<file path="src/rtl/mem_arbiter.sv">
// Arbiter sharing one single-port unified memory between the fetch (I) and data (D) ports.
// D has priority; a streak guard forces an I grant after MAX_D_STREAK back-to-back D grants.
module mem_arbiter #(
  parameter int unsigned LATENCY      = 2,
  parameter int unsigned MAX_D_STREAK = 4
) (
  input  logic        clk,
  input  logic        rst,
  input  logic        i_req,
  input  logic [31:0] i_addr,
  output logic [31:0] i_rdata,
  output logic        i_ready,
  input  logic        d_req,
  input  logic        d_we,
  input  logic [31:0] d_addr,
  input  logic [31:0] d_wdata,
  output logic [31:0] d_rdata,
  output logic        d_ready,
  output logic        mem_en,
  output logic        mem_we,
  output logic [31:0] mem_addr,
  output logic [31:0] mem_wdata,
  input  logic [31:0] mem_rdata
);

  localparam int unsigned CNT_W    = (LATENCY > 1) ? $clog2(LATENCY) : 1;
  localparam int unsigned STREAK_W = $clog2(MAX_D_STREAK + 1);

  typedef enum logic [1:0] {IDLE, ACCESS, DONE} state_t;

  state_t              state, state_n;
  logic [CNT_W-1:0]    cnt, cnt_n;
  logic [STREAK_W-1:0] streak, streak_n;
  logic                owner_d, owner_d_n;
  logic                mem_en_n, mem_we_n;
  logic [31:0]         mem_addr_n, mem_wdata_n;
  logic [31:0]         i_rdata_n, d_rdata_n;
  logic                i_ready_n, d_ready_n;
  logic                grant_i;

  // I wins when D is idle or D has used up its streak allowance
  assign grant_i = i_req && (!d_req || (streak == STREAK_W'(MAX_D_STREAK)));

  always_comb begin
    state_n     = state;
    cnt_n       = cnt;
    streak_n    = streak;
    owner_d_n   = owner_d;
    mem_en_n    = mem_en;
    mem_we_n    = mem_we;
    mem_addr_n  = mem_addr;
    mem_wdata_n = mem_wdata;
    i_rdata_n   = i_rdata;
    d_rdata_n   = d_rdata;
    i_ready_n   = 1'b0;
    d_ready_n   = 1'b0;
    case (state)
      IDLE: begin
        if (i_req || d_req) begin
          state_n  = ACCESS;
          cnt_n    = CNT_W'(LATENCY - 1);
          mem_en_n = 1'b1;
          if (grant_i) begin
            owner_d_n   = 1'b0;
            mem_we_n    = 1'b0;
            mem_addr_n  = i_addr;
            mem_wdata_n = 32'h0;
            streak_n    = '0;
          end else begin
            owner_d_n   = 1'b1;
            mem_we_n    = d_we;
            mem_addr_n  = d_addr;
            mem_wdata_n = d_wdata;
            if (!i_req) begin
              streak_n = '0;
            end else if (streak < STREAK_W'(MAX_D_STREAK)) begin
              streak_n = streak + STREAK_W'(1);
            end
          end
        end
      end
      ACCESS: begin
        if (cnt == '0) begin
          state_n  = DONE;
          mem_en_n = 1'b0;
          mem_we_n = 1'b0;
          if (owner_d) begin
            d_ready_n = 1'b1;
            if (!mem_we) d_rdata_n = mem_rdata;
          end else begin
            i_ready_n = 1'b1;
            i_rdata_n = mem_rdata;
          end
        end else begin
          cnt_n = cnt - CNT_W'(1);
        end
      end
      DONE:    state_n = IDLE;
      default: state_n = IDLE;
    endcase
  end

  always_ff @(posedge clk) begin
    if (rst) begin
      state     <= IDLE;
      cnt       <= '0;
      streak    <= '0;
      owner_d   <= 1'b0;
      mem_en    <= 1'b0;
      mem_we    <= 1'b0;
      mem_addr  <= 32'h0;
      mem_wdata <= 32'h0;
      i_rdata   <= 32'h0;
      d_rdata   <= 32'h0;
      i_ready   <= 1'b0;
      d_ready   <= 1'b0;
    end else begin
      state     <= state_n;
      cnt       <= cnt_n;
      streak    <= streak_n;
      owner_d   <= owner_d_n;
      mem_en    <= mem_en_n;
      mem_we    <= mem_we_n;
      mem_addr  <= mem_addr_n;
      mem_wdata <= mem_wdata_n;
      i_rdata   <= i_rdata_n;
      d_rdata   <= d_rdata_n;
      i_ready   <= i_ready_n;
      d_ready   <= d_ready_n;
    end
  end

endmodule

</file>
<file path="config.mk">
export PLATFORM = sky130hd
export DESIGN_NAME = mem_arbiter
export DESIGN_NICKNAME = d
export VERILOG_FILES = /design/src/rtl/mem_arbiter.sv
export SDC_FILE = /design/constraint.sdc
export NUM_CORES = 1
export LEC_CHECK = 0
export CAP_MARGIN = 20
export CORE_UTILIZATION = 40
export DETAILED_ROUTE_END_ITERATION = 6
export GPL_TIMING_DRIVEN = 0
export PLACE_DENSITY_LB_ADDON = 0.25
export SYNTH_ARGS = -nofsm -noshare
export SYNTH_HDL_FRONTEND = slang
export SYNTH_SLANG_ARGS = --single-unit
</file>
<file path="constraint.sdc">
create_clock -name clk -period 2.7 [get_ports clk]
set_input_delay 0.675 -clock clk [delete_from_list [all_inputs] [get_ports clk]]
set_output_delay 0.675 -clock clk [all_outputs]
set_load 0.02 [all_outputs]
</file>
==> impl_results.rst <==
.. list-table::
   :header-rows: 1

   * - Metric
     - Value
   * - Post-layout net count
     - between 1k and 1.5k
   * - Total power per unit cell area
     - between 600 and 700 nW/um2
   * - Post-synth ARST share
     - 0
   * - Required @ worst endpoint
     - 2030 ps
   * - Remaining max-slew budget at the tightest pin
     - 0.581
   * - Worst-case hold slack
     - 451 ps
   * - Number of fillers in the final layout
     - 1225
   * - Kind of end point of the critical path
     - output port
   * - Commonest non-fill, non-tap cell in the layout
     - clkdlybuf4s50_1
   * - Via density per instance
     - roughly 5.5
   * - Total number of placement rows
     - 43
   * - Overall die height
     - 122 um
   * - Cells after Synth
     - between 600 and 700
   * - Most instantiated flip-flop cell in the synthesis netlist
     - dfxtp_1
   * - Post-DP HPWL
     - 14.2 mm
   * - Power Total
     - 6.29 mW
   * - Biggest fanout along the worst timing path
     - 4
   * - Antenna Diode Count
     - 0
   * - Initial core utilization
     - 0.413
   * - Global-route wire length before repair
     - 29.8 mm
   * - Layout-stage area growth over the synthesis result
     - 60.9%
   * - Leakage Power
     - 3.18 nW
   * - Setup TNS
     - 0 ps
   * - Critical path launch point type
     - flop
   * - Slowest library cell on the worst path
     - clkdlybuf4s50_1
   * - GRT Residual Overflow
     - 0
   * - Placed cells
     - 1129
   * - Post-route standard cell area excluding fillers
     - 9260 um2
   * - H-tree Lvls
     - 4
   * - Final hold violation count
     - 0
   * - Post-synthesis instance area
     - 5760 um2
   * - Yosys warning count
     - 0
   * - Status
     - completed
   * - Highest attainable clock frequency
     - around 470 MHz
   * - Post-synthesis compound-gate area fraction
     - 0.314
   * - Antenna violations before repair
     - 0
   * - Routed WL per cell
     - between 15 and 20 um
   * - Dpl ws
     - 267 ps
   * - Highest-count cells in the layout ignoring fill and taps
     - 263 x clkdlybuf4s50_1, 139 x dfxtp_1, 133 x a21oi_1
   * - Mux cell area share after synthesis
     - 0
   * - Count of pins on the block boundary
     - 265
   * - Wire length reported by the detailed router
     - about 20 mm
   * - Via count of the first global-routing pass
     - 6004
   * - Max-cap violation count
     - 0
   * - Arr. time, crit path
     - 1440 ps
   * - Period Utilization, post-route
     - 0.784
   * - Synthesized-area fraction occupied by xor and xnor cells
     - 0
   * - Worst clock skew on the final layout
     - 7.19 ps
   * - Syn avg cell area
     - 8.39 um2
   * - TritonCTS clock tree
     - yes
   * - Combinational family with the most area after synthesis
     - compound AO/OA/AOI/OAI gates
   * - Post-route minimum period
     - 2120 ps
   * - Residual antenna-violating net count after detailed routing
     - 0
   * - Synth Register Bits
     - 139
   * - Setup repair bufs after CTS
     - 0
   * - Area share of and/or/nand/nor cells after synthesis
     - 0.123
   * - Router iterations before antenna repair
     - 5
   * - Clock-pin slew of the registers on the worst-case setup and hold paths
     - around 60 ps
   * - Non-Filler Instances
     - around 1.2k
   * - Area of the die
     - 14900 um2
   * - Peak VDD IR
     - 0.398 mV
   * - Number of violations reported at the end of detailed-routing iteration 0
     - 491
   * - Core Util, Final
     - 0.665
   * - Share of the yosys chip area belonging to registers
     - 0.483
   * - Critical path start-end classification
     - flop to output port
   * - Final Setup Violations
     - 0
   * - Transition time of the tightest slew-check pin
     - 629 ps
   * - Final GP Congestion
     - ~0.82
   * - Crit-path max cell delay
     - 650 ps
   * - Count of input and output buffers
     - around 260
   * - Area of the core
     - ~14000 um2
   * - Cts hold-fix bufs
     - 0
   * - # clock sinks
     - 139
   * - Fraction of the mapped netlist area in adder cells
     - 0.00435
   * - Maximum buffer depth of the clock tree
     - 2
   * - TritonCTS buffer count
     - 17
   * - RSZ-0062 raised after global routing
     - no
   * - Total placed instance area
     - 8610 um2
   * - Count of unresolved DRC violations after routing
     - 0
   * - Total via count after detailed routing
     - 6365
   * - Number of synthesized flops with an enable pin
     - 0
   * - Largest net degree at the start of global routing
     - 17
   * - Latest clock arrival within the worst-skew pair
     - 420 ps
   * - Critical path cell sequence
     - clkdlybuf4s50_1
   * - Clock tree root driver cell
     - clkbuf_16
   * - Final count of pins violating max slew
     - 0
   * - Syn nets
     - between 800 and 900
   * - Min-Delay Path Class
     - flop to flop
   * - Gates resized, CTS repair
     - 0
   * - Die extent in x
     - around 120 um
   * - Library cells used by synthesis
     - 39
   * - Crit path buf inv count
     - 1
   * - Smallest setup slack after layout
     - 582 ps
   * - GRT Total Usage
     - 0.259
   * - Critical path's top delay family
     - buffers and inverters
   * - Share of post-route cells with drive strength above 1
     - 0.0795
kinds of logic after synthesis:
family                     after synthesis
DFF                                    139
AOI/OAI and AO/OA                      306
and+or+nand+nor                        149
buffers and inverters                   90
adders and majority gates                2
layout make-up:
class,instances,area [um2],share of cell area
buffer,85,409,0.0442
clock buffer,25,485,0.0524
clock inverter,7,160,0.0173
inverter,5,18.8,0.00203
multi-input combinational,457,2550,0.275
sequential,139,2780,0.301
tap,180,225,0.0243
timing repair buffer,263,2630,0.284
worst paths after layout:
kind	from	to	slack, ps	cells after the start
max	mem_we	mem_we	580	1
min	i_rdata[8]	i_rdata[8]	450	2
max reg2reg	streak[0]	mem_addr[24]	960	7
min reg2reg	i_rdata[8]	i_rdata[8]	450	2
sequential cells by signal (all words and copies together), names as in the netlist, 2 cells and up:
signal / count
mem_wdata: 32
state: 2
d_rdata: 32
mem_addr: 32
i_rdata: 32
streak: 3
layer usage:
metal,up-vias,global-route usage,share of wire
li1,3090,-,-
met1,2979,0.306,0.41
met2,258,0.430,0.48
met3,38,0.0791,0.081
met4,0,0.113,0.027
met5,-,0,0
cell usage after synthesis (2+ instances only):
library cell	n	area, um2
nor2_1	3	11.3
a311oi_1	33	289
o2111ai_1	33	289
clkbuf_1	42	158
ha_1	2	25.0
buf_4	8	60.1
or2_2	2	12.5
clkbuf_2	2	10.0
o21ai_1	9	45.0
inv_1	4	15.0
a21oi_1	133	666
a211oi_1	2	15.0
o21ai_0	88	440
nand2_1	65	244
o31ai_1	2	15.0
dfxtp_1	139	2780
buf_6	3	33.8
buf_2	28	140
buf_1	2	7.51
nand3_1	66	330
nor2_2	2	12.5
report_power, final:
group	total, mW	switching (mW)	internal, mW
clock network	2.57	0.856	1.71
registers	2.31	0.0891	2.22
logic	1.41	0.767	0.647
(Power assumes the default switching activity.)
